File: src/rtl/float_to_fixed_pkg.sv
// Shared floating-point format package: format descriptor, precision lookup
// and value classes used by the float_to_fixed / add / log2 family.
package float_to_fixed_pkg;

    typedef struct packed {
        int exp_bits;
        int mant_bits;
        int bias;
    } fp_fmt_t;

    typedef enum logic [1:0] {
        ZERO   = 2'd0,
        NORMAL = 2'd1,
        INF    = 2'd2,
        NAN    = 2'd3
    } fp_class_t;

    // Anything other than "SINGLE" selects the half-precision layout.
    function automatic fp_fmt_t fmt_of(input logic [47:0] precision);
        fp_fmt_t f;
        if (precision == "SINGLE") begin
            f.exp_bits  = 32'sd8;
            f.mant_bits = 32'sd23;
            f.bias      = 32'sd127;
        end else begin
            f.exp_bits  = 32'sd5;
            f.mant_bits = 32'sd10;
            f.bias      = 32'sd15;
        end
        return f;
    endfunction

endpackage

File: src/rtl/float_to_fixed_unpack.sv
// Combinational float unpack: sign, biased exponent, significand with the
// hidden bit restored, and value class. Subnormals are flushed to zero.
module float_unpack
    import float_to_fixed_pkg::*;
#(
    parameter int EXP_W  = 5,
    parameter int MANT_W = 10
) (
    input  logic [EXP_W+MANT_W:0] a,
    output logic                  sign,
    output logic [EXP_W-1:0]      expo,
    output logic [MANT_W:0]       sig,
    output fp_class_t             cls
);

    // Field split and classification.
    always_comb begin
        sign = a[EXP_W+MANT_W];
        expo = a[EXP_W+MANT_W-1:MANT_W];
        sig  = {1'b0, a[MANT_W-1:0]};
        cls  = NORMAL;
        if (expo == {EXP_W{1'b0}}) begin
            sig = {(MANT_W+1){1'b0}};
            cls = ZERO;
        end else if (&expo) begin
            cls = (a[MANT_W-1:0] != {MANT_W{1'b0}}) ? NAN : INF;
        end else begin
            sig = {1'b1, a[MANT_W-1:0]};
        end
    end

endmodule

File: src/rtl/float_to_fixed.sv
// Three-stage float -> signed fixed-point converter with saturation flags and
// a saturating event counter. Define FLOAT_TO_FIXED_ROUND_EN for
// round-to-nearest-even; otherwise the magnitude is truncated toward zero.
module float_to_fixed
    import float_to_fixed_pkg::*;
#(
    parameter int          BITS      = 16,
    parameter logic [47:0] PRECISION = 48'("HALF"),
    parameter int          OUT_BITS  = 16,
    parameter int          FRAC_BITS = 10,
    parameter int          CNT_BITS  = 16
) (
    input  logic                clk,
    input  logic                rstn,
    input  logic                in_valid,
    input  logic [BITS-1:0]     a,
    input  logic                cnt_clear,
    output logic                out_valid,
    output logic [OUT_BITS-1:0] c,
    output logic                overflow,
    output logic                invalid,
    output logic [CNT_BITS-1:0] sat_count
);

    localparam fp_fmt_t FMT    = fmt_of(PRECISION);
    localparam int      EXP_W  = FMT.exp_bits;
    localparam int      MANT_W = FMT.mant_bits;
    localparam int      BIAS   = FMT.bias;
    localparam int      RW     = MANT_W + 1;
    localparam int      MW     = OUT_BITS + 2;
    localparam int      SHW    = 16;

    localparam logic signed [SHW-1:0] SHIFT_OFS = SHW'(FRAC_BITS - MANT_W - BIAS);
    // exp - bias >= OUT_BITS - FRAC_BITS expressed in terms of shift
    localparam logic signed [SHW-1:0] OVF_SHIFT = SHW'(OUT_BITS - MANT_W);
    localparam logic [SHW-1:0]        RW_L      = SHW'(RW);
    localparam logic [MW-1:0]         LIM_POS   = {{(MW-OUT_BITS+1){1'b0}}, {(OUT_BITS-1){1'b1}}};
    localparam logic [MW-1:0]         LIM_NEG   = {{(MW-OUT_BITS){1'b0}}, 1'b1, {(OUT_BITS-1){1'b0}}};
    localparam logic [OUT_BITS-1:0]   MAX_POS   = {1'b0, {(OUT_BITS-1){1'b1}}};
    localparam logic [OUT_BITS-1:0]   MIN_NEG   = {1'b1, {(OUT_BITS-1){1'b0}}};
    localparam logic [OUT_BITS-1:0]   ONE_O     = {{(OUT_BITS-1){1'b0}}, 1'b1};

    logic                  u_sign_s;
    logic [EXP_W-1:0]      u_exp_s;
    logic [RW-1:0]         u_sig_s;
    fp_class_t             u_cls_s;
    logic signed [SHW-1:0] shift_s;

    float_unpack #(.EXP_W(EXP_W), .MANT_W(MANT_W)) u_unpack (
        .a    (a),
        .sign (u_sign_s),
        .expo (u_exp_s),
        .sig  (u_sig_s),
        .cls  (u_cls_s)
    );

    assign shift_s = $signed({{(SHW-EXP_W){1'b0}}, u_exp_s}) + SHIFT_OFS;

    logic                  s1_valid_r, s1_sign_r;
    fp_class_t             s1_cls_r;
    logic [RW-1:0]         s1_sig_r;
    logic signed [SHW-1:0] s1_shift_r;

    // Stage 1 register: classified operand and alignment shift.
    always_ff @(posedge clk or negedge rstn) begin
        if (!rstn) begin
            s1_valid_r <= 1'b0;
            s1_sign_r  <= 1'b0;
            s1_cls_r   <= ZERO;
            s1_sig_r   <= {RW{1'b0}};
            s1_shift_r <= {SHW{1'b0}};
        end else begin
            s1_valid_r <= in_valid;
            if (in_valid) begin
                s1_sign_r  <= u_sign_s;
                s1_cls_r   <= u_cls_s;
                s1_sig_r   <= u_sig_s;
                s1_shift_r <= shift_s;
            end
        end
    end

    logic [MW-1:0]  al_mag_s;
    logic           al_ovf_s;
    logic [SHW-1:0] rsh_s;
`ifdef FLOAT_TO_FIXED_ROUND_EN
    logic           al_guard_s, al_sticky_s;
`endif

    // Stage 2 alignment of the significand into fixed-point units.
    always_comb begin
        al_mag_s = {MW{1'b0}};
        al_ovf_s = 1'b0;
        rsh_s    = {SHW{1'b0}};
`ifdef FLOAT_TO_FIXED_ROUND_EN
        al_guard_s  = 1'b0;
        al_sticky_s = 1'b0;
`endif
        if (s1_cls_r == INF) begin
            al_ovf_s = 1'b1;
        end else if (s1_cls_r != NORMAL) begin
            al_mag_s = {MW{1'b0}};
        end else if (s1_shift_r >= OVF_SHIFT) begin
            al_ovf_s = 1'b1;
        end else if (!s1_shift_r[SHW-1]) begin
            al_mag_s = MW'({{MW{1'b0}}, s1_sig_r} << s1_shift_r);
        end else begin
            rsh_s = -s1_shift_r;
            if (rsh_s > RW_L) begin
                al_mag_s = {MW{1'b0}};
`ifdef FLOAT_TO_FIXED_ROUND_EN
                al_sticky_s = |s1_sig_r;
`endif
            end else begin
                al_mag_s = MW'(s1_sig_r >> rsh_s);
`ifdef FLOAT_TO_FIXED_ROUND_EN
                for (int i = 0; i < RW; i++) begin
                    if (i == int'(rsh_s) - 1) begin
                        al_guard_s = s1_sig_r[i];
                    end else if (i < int'(rsh_s) - 1) begin
                        al_sticky_s = al_sticky_s | s1_sig_r[i];
                    end else begin
                        al_sticky_s = al_sticky_s;
                    end
                end
`endif
            end
        end
    end

    logic          s2_valid_r, s2_sign_r, s2_ovf_r;
    fp_class_t     s2_cls_r;
    logic [MW-1:0] s2_mag_r;
`ifdef FLOAT_TO_FIXED_ROUND_EN
    logic          s2_guard_r, s2_sticky_r;
`endif

    // Stage 2 register: aligned magnitude and early-overflow flag.
    always_ff @(posedge clk or negedge rstn) begin
        if (!rstn) begin
            s2_valid_r  <= 1'b0;
            s2_sign_r   <= 1'b0;
            s2_ovf_r    <= 1'b0;
            s2_cls_r    <= ZERO;
            s2_mag_r    <= {MW{1'b0}};
`ifdef FLOAT_TO_FIXED_ROUND_EN
            s2_guard_r  <= 1'b0;
            s2_sticky_r <= 1'b0;
`endif
        end else begin
            s2_valid_r <= s1_valid_r;
            if (s1_valid_r) begin
                s2_sign_r   <= s1_sign_r;
                s2_ovf_r    <= al_ovf_s;
                s2_cls_r    <= s1_cls_r;
                s2_mag_r    <= al_mag_s;
`ifdef FLOAT_TO_FIXED_ROUND_EN
                s2_guard_r  <= al_guard_s;
                s2_sticky_r <= al_sticky_s;
`endif
            end
        end
    end

    logic [MW-1:0]       rnd_mag_s;
    logic [OUT_BITS-1:0] res_c_s;
    logic                res_ovf_s, res_inv_s;

`ifdef FLOAT_TO_FIXED_ROUND_EN
    assign rnd_mag_s = s2_mag_r + {{(MW-1){1'b0}}, s2_guard_r & (s2_sticky_r | s2_mag_r[0])};
`else
    assign rnd_mag_s = s2_mag_r;
`endif

    // Stage 3 saturation and two's-complement negation.
    always_comb begin
        res_c_s   = {OUT_BITS{1'b0}};
        res_ovf_s = 1'b0;
        res_inv_s = 1'b0;
        if (s2_cls_r == NAN) begin
            res_inv_s = 1'b1;
        end else if (s2_ovf_r || (!s2_sign_r && (rnd_mag_s > LIM_POS)) ||
                     (s2_sign_r && (rnd_mag_s > LIM_NEG))) begin
            res_ovf_s = 1'b1;
            res_c_s   = s2_sign_r ? MIN_NEG : MAX_POS;
        end else if (s2_sign_r) begin
            res_c_s = ~rnd_mag_s[OUT_BITS-1:0] + ONE_O;
        end else begin
            res_c_s = rnd_mag_s[OUT_BITS-1:0];
        end
    end

    // Output register; data holds while no sample completes.
    always_ff @(posedge clk or negedge rstn) begin
        if (!rstn) begin
            out_valid <= 1'b0;
            c         <= {OUT_BITS{1'b0}};
            overflow  <= 1'b0;
            invalid   <= 1'b0;
        end else begin
            out_valid <= s2_valid_r;
            if (s2_valid_r) begin
                c        <= res_c_s;
                overflow <= res_ovf_s;
                invalid  <= res_inv_s;
            end
        end
    end

    // Saturation event counter; counts the presented output flags, clear wins.
    always_ff @(posedge clk or negedge rstn) begin
        if (!rstn) begin
            sat_count <= {CNT_BITS{1'b0}};
        end else if (cnt_clear) begin
            sat_count <= {CNT_BITS{1'b0}};
        end else if (out_valid && (overflow || invalid) && !(&sat_count)) begin
            sat_count <= sat_count + {{(CNT_BITS-1){1'b0}}, 1'b1};
        end else begin
            sat_count <= sat_count;
        end
    end

endmodule

File: config.mk
export PLATFORM = sky130hd
export DESIGN_NAME = float_to_fixed
export DESIGN_NICKNAME = d
export VERILOG_FILES = /design/src/rtl/float_to_fixed_pkg.sv /design/src/rtl/float_to_fixed_unpack.sv /design/src/rtl/float_to_fixed.sv
export SDC_FILE = /design/constraint.sdc
export NUM_CORES = 1
export LEC_CHECK = 0
export ABC_AREA = 1
export CAP_MARGIN = 10
export CORE_UTILIZATION = 58
export DETAILED_ROUTE_END_ITERATION = 8
export DONT_BUFFER_PORTS = 1
export GPL_TIMING_DRIVEN = 0
export PLACE_DENSITY = 0.77
export SETUP_SLACK_MARGIN = 0.3
export SYNTH_ARGS = -nofsm -noshare
export SYNTH_HDL_FRONTEND = slang
export SYNTH_SLANG_ARGS = --single-unit
File: constraint.sdc
create_clock -name clk -period 2.65 [get_ports clk]
set_input_delay 0.265 -clock clk [delete_from_list [all_inputs] [get_ports clk]]
set_output_delay 0.265 -clock clk [all_outputs]
set_load 0.03 [all_outputs]
---- Word level (Yosys, flattened, before mapping) ----
Cells that the tools add are included.
storage, ports and cells
  bits in registers ....................... 89
  bits in latches ......................... 0
  bits in writable memories ............... 0
  memory bits (read-only) ................. 0
  input bits .............................. 20
  output and inout bits ................... 35
  logic and storage cells ................. 65
  memories kept ........................... 0
cells by class
  add/sub/neg operators ................... 4
  multiply operators ...................... 0
  div/mod/pow operators ................... 0
  $lt $le $gt $ge ......................... 4
  equal/unequal tests ..................... 3
  shifts and indexed selects .............. 2
  multiplexer cells ....................... 22
  bitwise gates (word level) .............. 1
  reduce and logical (&&, ||, !) cells .... 14
operator list
  operator                 count
  $mux W16                 6
  $mux W18                 5
  $add A16 B1 Y16 const B  2
  $mux W11                 2
  $gt A18 B15 Y1 const B   1
  $gt A18 B16 Y1 const B   1
  $shl A11 B16 Y18         1
  $shr A11 B16 Y18         1
  $ge A16 B4 Y1 const B    1
  $gt A16 B4 Y1 const B    1
  $neg A16 Y16             1
  $not A16 Y16             1
  $reduce_and A16 Y1       1
  $reduce_bool A10 Y1      1
  $add A6 B5 Y7 const B    1
  $mux W1                  7
  $logic_not A5 Y1         1
  $reduce_and A5 Y1        1
  $eq A2 B2 Y1 const B     2
  $logic_and A1 B1 Y1      4
  $mux W2                  2
  $logic_or A1 B1 Y1       3
  $logic_not A1 Y1         2
  $ne A2 B1 Y1 const B     1
  $reduce_bool A2 Y1       1

---- Longest topological paths before layout ----
Gate-level depths: netlist (run 1).
  depth in word-level cells ............... 7
  gate-level depth with buffers ........... 19
  gate-level depth less buffers ........... 18

---- By module ----
A second synthesis (run 1) with hierarchy kept.
second synthesis, totals
  cells, all modules ...................... 750
  area total of the unflattened synthesis .. 5216.3 sq um
by module, submodules not included
  module          instances  cells each  area an instance (sq um)  seq. area each (sq um)
  float_to_fixed  1          693         4951.0                    2001.9
  float_unpack    1          57          265.3                     0.0

---- Worst setup path before layout (run 1) ----
No wires, ideal clock.
  path type ............................... flip-flop to flip-flop
  from .................................... register s1_shift_r[1]
  to ...................................... register s2_mag_r[6], in the netlist rnd_mag_s[6]
  library setup time ...................... 75 ps
  arrival ................................. 2668 ps
  required time ........................... 2575 ps
  path slack .............................. -94 ps
  stages on the path, launching flop included .. 18
  path buffers ............................ 2
  clock period less this slack ............ 2744 ps
  cells stage by stage .................... dfrtp_1 buf_2 inv_1 clkbuf_1 ha_1 nand2_2 nor2_4 inv_1 ha_1 nor3b_2 nand3_4 nor3_4 nand2_2 nor2_4 nand3_1 o211ai_2 nand2_1 o21ai_2
on the way
  longest elaborated chain between the ends .. 7
  elaborated cells between the ends (all ways) .. 10
  classes of those cells .................. add/sub: 1; order compare: 2; shift: 2; mux: 5
RTL lines
  what                                                      line                                          source
  start: declaration                                        float_to_fixed.sv:62                          logic signed [SHW-1:0] s1_shift_r;
  start signal: assignment                                  float_to_fixed.sv:71                          s1_shift_r <= {SHW{1'b0}};
  start signal: assignment                                  float_to_fixed.sv:78                          s1_shift_r <= shift_s;
  $neg A16 Y16                                              float_to_fixed.sv:108                         rsh_s = -s1_shift_r;
  $gt A16 B4 Y1 / $shr A11 B16 Y18 (equally long branches)  float_to_fixed.sv:109, float_to_fixed.sv:115
  $mux W18                                                  float_to_fixed.sv:109                         if (rsh_s > RW_L) begin
  $mux W18                                                  float_to_fixed.sv:105                         end else if (!s1_shift_r[SHW-1]) begin
  $mux W18 (*)                                              float_to_fixed.sv:103                         end else if (s1_shift_r >= OVF_SHIFT) begin
  $mux W18 (*)                                              float_to_fixed.sv:101                         end else if (s1_cls_r != NORMAL) begin
  $mux W18 (*)                                              float_to_fixed.sv:99                          if (s1_cls_r == INF) begin
  end signal: assignment                                    float_to_fixed.sv:145                         s2_mag_r <= {MW{1'b0}};
  end signal: assignment                                    float_to_fixed.sv:156                         s2_mag_r <= al_mag_s;
  end: declaration                                          float_to_fixed.sv:133                         logic [MW-1:0] s2_mag_r;
Every way passes the cells marked *; elsewhere a longest branch is shown, timed or not.
A chain may end at the register's enable or synchronous reset.

---- Worst setup path after layout (run 1) ----
  from .................................... register s1_shift_r[1]
  to ...................................... register s2_mag_r[8], in the netlist rnd_mag_s[8]
Same word-level chain as after synthesis.

==> reports/qor.txt, run 1 <==
outcome: complete, no violations
Synth area leaders: dfrtp_1 (40%), nand2_1 (14%), o21ai_0 (7.9%), inv_1 (5.9%), nand3_1 (4.0%)
Root Driver: clkbuf_8
CTS Buf Count: 9
worst-path fanout max: 5
Synth area leader: dfrtp_1
total power: 3.26 mW
Synth top area share: 40.2%
vias: 4,889
met2 Use GR: 55.6%
Worst Path Arrival: 2.89 ns
leading cell type in the layout, fill and taps excluded: nand2_1
global-route wire length before repair: 21.5 mm
Worst-path clk slew: 0.10 ns
Post-synth EDFFs: 0
gr ovfl total: 0
ANT nets after route: 0
Mean Syn Cell Area: 7.24 sq um
clk_lat worst skew: 0.37 ns
VDD IR max: 0.306 mV
WL/cell: 16.7 um
vias in the first global route: 4,518
DR iter-0 viols: 372
worst hold path type: in2reg
Crit Path Class: reg2reg
nets: 762
Reg2Reg Depth: 17
Sink Count: 80
leakage power: 2.71 nW
total track usage: 31.3%
Chip Width: 94.7 um
ant diodes: 0
GP Congestion: 0.885
ys flop type: dfrtp_1
IO Pins: 55
FILL cells: 689
final setup skew: 0.0156 ns
synthesized cell area: 4980 sq um
Syn-to-layout area delta: 16.3%
post-synth cell types: 48
final hold slack: 0.0233 ns
port bufs: 0
Yosys reg bits: 80
met3 Usage GRT: 4.75%
initial antenna violation count: 0
worst endpoint required time: 2.94 ns
Initial Util: 60.3%
critical path capture point type: flip-flop
Post-route DRC: 0
M1 GR Usage: 38.4%
Slew @ Worst Pin: 0.642 ns
core area: 8260 sq um
element type at the critical path start: flip-flop
Hold Path Stages: 1
Final Hold Fails: 0
Pwr per Cell Area: 564 nW/um^2
pin count of the biggest net entering global routing: 81
Max clock buf depth: 2
Tmin final: 2.60 ns
H-tree levels: 3
Peak Freq: 385 MHz
die area: 8960 sq um
Seq/Total Area, Yosys: 40.2%
final setup fails: 0
RSZ-0062 raised after global routing: yes
Via density: 5.80
FP Rows: 33
Slew Limit Fails: 0
synthesized netlist cell count: 688
fin crit share: 98.1%
placed wire-length estimate: 9.73 mm
drt total wl: 14.1 mm
fraction of registers with async set/reset: 100%
maxcap violations: 0
TNS Setup: 0 ns
Post-Syn Nets: 717
chip height: 94.7 um
Yosys warnings: 0
normalized max-slew margin: 56.9%
Detailed Routing Iterations Pass 1: 5
share of layout cells above drive strength 1: 17.8%
CTS tree: built
GR peak layer: met2
most frequent cells in the layout: nand2_1 (180), o21ai_0 (76), dfrtp_1 (73)
==> layout make-up <==
class	instances	area, sq um	share of cell area (%)
plain buffers	22	143	2.46
clock buffers	9	124	2.14
clock inverters	7	56.3	0.972
inverters	86	325	5.62
multi-input cells	500	2710	46.8
flip-flops and latches	80	2010	34.7
well taps	105	131	2.27
repair buffers	34	290	5.01
==> metal layers <==
layer  up-vias  wire length [um]
li1       2360                 -
met1      2276              5790
met2       211              6920
met3        42               851
met4         0               512
met5         -                 0
==> critical path, cell delays in order (launching register included) <==
cell and delay [ns]:
dfrtp_1 0.41, buf_6 0.13, inv_4 0.05, buf_8 0.10, ha_4 0.14, nand2_4 0.06
nor2_4 0.13, inv_2 0.06, ha_4 0.24, nor3b_4 0.24, nand3_4 0.17, nor3_4 0.25
inv_2 0.05, nand2_2 0.06, nand3_2 0.09, o21ai_1 0.16, nand3_1 0.10, o21ai_1 0.09
==> worst paths after layout <==
check	start	to	slack, ns
min	a[2]	s1_sig_r[2]$_DFFE_PN0P_	0.02
max reg2reg	s1_shift_r[1]$_DFFE_PN0P_	rnd_mag_s[8]$_DFFE_PN0P_	0.05
min reg2reg	s2_valid_r$_DFF_PN0_	out_valid$_DFF_PN0_	0.45
min in group asynchronous	rstn	sat_count[8]$_DFFE_PN0P_	0.47
max in group asynchronous	rstn	s1_shift_r[4]$_DFFE_PN0P_	1.86
max	s1_shift_r[1]$_DFFE_PN0P_	rnd_mag_s[8]$_DFFE_PN0P_	0.05
==> power by group <==
part           internal (mW)  switching [mW]  total, mW
registers               1.33           0.223       1.55
logic                  0.299           0.553      0.852
clock network          0.350           0.512      0.862
==> stage by stage <==
step                      worst slack [ns]  std cells  area [sq um]  utilization [%]
after floorplan                      0.129        688          5020                -
after global placement              -0.233        793          5150             62.4
after detailed placement            -0.240        793          5150             62.4
after CTS                           0.0261        826          5540             67.1
after global routing                -0.108        843          5790             70.1
final                               0.0496        843          5790             70.1
==> Yosys cell counts, types with 4 or more instances <==
cell type and n:
nand2_1 187, dfrtp_1 80, o21ai_0 79, inv_1 78, nor2_1 47, nand3_1 40
a21oi_1 29, nor3_1 16, clkbuf_1 12, xor2_1 11, nand4_1 10, ha_1 9
o22ai_1 9, buf_2 7, inv_2 7, nand2_2 6, o211ai_1 6, o21ai_1 5
a211oi_1 4
==> cell families (layout without fill, tap and decap cells) <==
kind of cell    count (synthesis)  after routing  share of synthesized area [%]
compound gates                148            148                           16.7
xor+xnor                       14             14                           2.46
fa+ha+maj                       9              9                           2.26
buf+inv                       108            158                           8.54
flops                          80             80                           40.2
simple gates                  329            329                           29.8
==> registers in the layout (all words and copies together), names as in the netlist, 2 cells and up <==
name / count
s2_cls_r: 2
sat_count: 16
s1_cls_r: 2
c: 16
rnd_mag_s: 18
s1_shift_r: 7
s1_sig_r: 11
==> repair_timing <==
item                                    4_1_cts  5_1_grt
endpoints found under the setup margin       11       32
hold endpoints to repair                     87        0
resized for setup                            18       43
gates cloned                                  0        1
pin swaps                                    22       16
setup buffers                                12       16
hold buffers                                  5        0
No activity file was read; power rests on OpenSTA's default activity.
==> run 2: changes to the inputs <==
- SLEW_MARGIN: default -> 10
- SYNTH_HIERARCHICAL: default -> 1
==> run 2 against run 1 <==
- the run now ends with setup timing left
- via count increased by 2.2%
- fmax down 2.7%
- synthesized area is 4.8% higher
- worst hold slack better by 0.089 ns
- critical endpoint is now rnd_mag_s[4]$_DFFE_PN0P_
- largest cell class unchanged
==> reports/qor.txt, run 2 <==
Switching Fraction: 37.3% (-2.2 points)
main combinational cell family by area after synthesis: simple AND/OR/NAND/NOR gates
Via density: 5.59 (-3.6%)
Yosys reg bits: 80 (unchanged)
Post-Synth Simple-Gate Area: 31.4% (+1.5 points)
post-route cell area: 5880 sq um (+1.5%)
initial antenna violation count: 0 (unchanged)
TNS Setup: -0.0857 ns (-0.0857 ns)
critical path capture point type: flip-flop
Reg2Reg Depth: 20 (+3)
CP max-delay cell: dfrtp_1
fin crit share: 101% (+2.8 points)
vias in the first global route: 4,846 (+7.3%)
GP Congestion: 0.941 (+6.4%)
worst hold path type: in2reg
Final Hold Fails: 0 (unchanged)
total power: 3.14 mW (-4.0%)
Sink Count: 80 (unchanged)
final core utilization: 67.4% (-2.7 points)
Worst-path clk slew: 0.09 ns (about the same)
Placed Area: 5390 sq um (+4.6%)
Tmin final: 2.67 ns (+0.0733 ns)
Comb pwr share: 25.0% (-1.1 points)
WL/cell: 15.0 um (-10%)
Syn-to-layout area delta: 12.7%
Worst path depth: 20 (+3)
H-tree levels: 3 (unchanged)
synthesized cell area: 5220 sq um (+4.8%)
Hold Path Stages: 4 (+3)
final setup skew: 0.0132 ns (-0.00242 ns)
mux cell area share after synthesis: 0% (unchanged)
ant diodes: 0 (unchanged)
Detailed Routing Iterations Pass 1: 5 (unchanged)
Synth top area share: 38.4% (-1.8 points)
element type at the critical path start: flip-flop
pre-CTS setup slack: -0.281 ns (-0.0408 ns)
Slew Limit Fails: 0 (unchanged)
most common cell in the netlist: nand2_1
Synth area leader: dfrtp_1
CP max stage delay: 0.41 ns (about the same)
most frequent cells in the layout: nand2_1 (214), inv_1 (80), dfrtp_1 (79)
core area: 8720 sq um (+5.6%)
Synth Area in Compound Gates: 15.3% (-1.4 points)
placed wire-length estimate: 10.0 mm (+3.0%)
total track usage: 29.7% (-1.6 points)
die area: 9380 sq um (+4.7%)
register share of total power: 48.4% (+0.9 points)
Pwr per Cell Area: 533 nW/um^2 (-5.4%)
gr ovfl total: 0 (unchanged)
leakage power: 2.90 nW (+6.9%)
Critical Path, Cell by Cell: buf_6 -> inv_4 -> clkbuf_16 -> ha_4 -> nand2_4 -> nor2_4 -> inv_1 -> ha_1 -> inv_1 -> nor2_2 -> nand3_2 -> a21oi_4 -> nand2_4 -> nor2_4 -> nand2_4 -> nor2_4 -> o211ai_1 -> nand3_1 -> nand2_1 -> nand2_1
ys flop type: dfrtp_1
Post-route DRC: 0 (unchanged)
Pint: 1.97 mW (-0.45%)
final setup fails: 6 (+6)
Synth Area in XOR/XNOR: 2.69% (+0.22 points)
crit-path leading delay family: simple AND/OR/NAND/NOR gates
global-route wire length before repair: 22.8 mm (+6.1%)
fin cells: 894 (+6.0%)
final hold slack: 0.112 ns (+0.0886 ns)
Post-Synth Adder-Cell Area: 1.68% (-0.58 points)
final setup margin: -0.0237 ns (-0.0733 ns)
P_sw: 1.17 mW (-9.3%)
Post-synth top cells: nand2_1 (217), inv_1 (83), dfrtp_1 (80), o21ai_0 (62), nor2_1 (56)
maxcap violations: 0 (unchanged)
vias: 4,998 (+2.2%)
Mean Syn Cell Area: 6.96 sq um (-3.9%)
post-synth cell types: 46 (-4.2%)
Peak Freq: 374 MHz (-2.7%)
drt total wl: 13.4 mm (-4.8%)
IO Pins: 55 (unchanged)
Chip Width: 96.8 um (+2.3%)
pin count of the biggest net entering global routing: 81 (unchanged)
Root Driver: clkbuf_8
chip height: 96.8 um (+2.3%)
CTS tree: built
Post-Syn Nets: 777 (+8.4%)
fraction of registers with async set/reset: 100% (unchanged)
VDD IR max: 0.245 mV (-20%)
Max clock buf depth: 2 (unchanged)
worst-path fanout max: 5 (unchanged)
nets: 808 (+6.0%)
Synth area leaders: dfrtp_1 (38%), nand2_1 (16%), inv_1 (6.0%), o21ai_0 (5.9%), nand3_1 (5.2%)
Crit Path Class: reg2reg
max reg flops: 18 (unchanged)
share of layout cells above drive strength 1: 14.4% (-3.4 points)
placed cell count: 858 (+8.2%)
Initial Util: 59.8% (-0.47 points)
RSZ-0062 raised after global routing: yes
Slew @ Worst Pin: 0.659 ns (+0.0168 ns)
FP Rows: 34 (+3.0%)
failing checks: setup timing
DR iter-0 viols: 246 (-34%)
outcome: finished with violations
WP buf/inv: 5 (unchanged)
Clock power frac: 26.5% (about the same)
leading cell type in the layout, fill and taps excluded: nand2_1
ANT nets after route: 0 (unchanged)
Post-synth EDFFs: 0 (unchanged)
normalized max-slew margin: 55.8% (-1.1 points)
worst endpoint required time: 2.92 ns (-0.02 ns)
clk_lat worst skew: 0.34 ns (-0.03 ns)
port bufs: 0 (unchanged)
Seq/Total Area, Yosys: 38.4% (-1.8 points)
Worst Path Arrival: 2.95 ns (+0.06 ns)
CTS Buf Count: 9 (unchanged)
synthesized netlist cell count: 750 (+9.0%)
Yosys warnings: 6 (+6)
==> run 2: cell count changes in the layout (fill, tap and decap cells not counted), sizes merged, moves of 8 or more <==
cell | before | now
nand2 | 194 | 223
nand3 | 41 | 55
nor2 | 54 | 66
inv | 87 | 97
clkbuf | 20 | 29
o21ai | 86 | 77
buf | 41 | 33
==> run 2: logic make-up after synthesis <==
| group | Yosys count |
|---|---|
| flip-flops | 80 |
| XOR/XNOR | 16 |
| adder cells (fa/ha/maj) | 7 |
| AO/OA/AOI/OAI | 139 |
| AND/OR/NAND/NOR | 376 |
| buffers and inverters | 132 |
==> run 2: timing repair <==
action	CTS	global route
hold buffers	3	0
pin swaps	15	6
hold endpoints to repair	81	0
setup buffers	12	5
setup endpoints to repair	11	26
resized for setup	14	24
==> run 2: cell type report <==
class / instances / area [sq um]
buffer: 33 / 221
timing repair buffer: 20 / 179
multi-input combinational: 538 / 2780
tap: 108 / 135
sequential: 80 / 2000
inverter: 99 / 383
fill: 740 / 2840
clock buffer: 11 / 141
clock inverter: 5 / 38.8
==> run 2: routing by layer <==
metal | vias to the layer above | share of wire [%] | routed length (um) | global-route usage, %
li1 | 2496 | - | - | -
met1 | 2290 | 43 | 5810 | 36.9
met2 | 173 | 48 | 6490 | 51.5
met3 | 39 | 5.1 | 689 | 4.84
met4 | 0 | 3.1 | 410 | 11.5
met5 | - | 0 | 0 | 0
==> run 2: power groups by stage <==
stage / clock network, mW / registers, mW / logic, mW
2_1_floorplan: 0 / 1.51 / 0.529
3_3_place_gp: 0 / 1.54 / 0.658
3_5_place_dp: 0 / 1.54 / 0.668
4_1_cts: 0.846 / 1.52 / 0.746
5_1_grt: 0.895 / 1.53 / 0.881
6_report: 0.831 / 1.52 / 0.785
==> run 2: worst paths after layout <==
check,slack (ns),from,to
worst max-delay path,-0.02,s1_shift_r[1]$_DFFE_PN0P_,rnd_mag_s[4]$_DFFE_PN0P_
worst max register to register,-0.02,s1_shift_r[1]$_DFFE_PN0P_,rnd_mag_s[4]$_DFFE_PN0P_
min in group asynchronous,0.48,rstn,sat_count[15]$_DFFE_PN0P_
worst min-delay path,0.11,a[1],s1_sig_r[1]$_DFFE_PN0P_
worst min register to register,0.41,s1_valid_r$_DFF_PN0_,s2_valid_r$_DFF_PN0_
max in group asynchronous,1.86,rstn,s1_shift_r[6]$_DFFE_PN0P_
==> run 2: tightest hold or removal path, stage by stage <==
cell and delay (ns):
nand2_1 0.03, inv_1 0.04, nand2_1 0.04, nand2_1 0.05
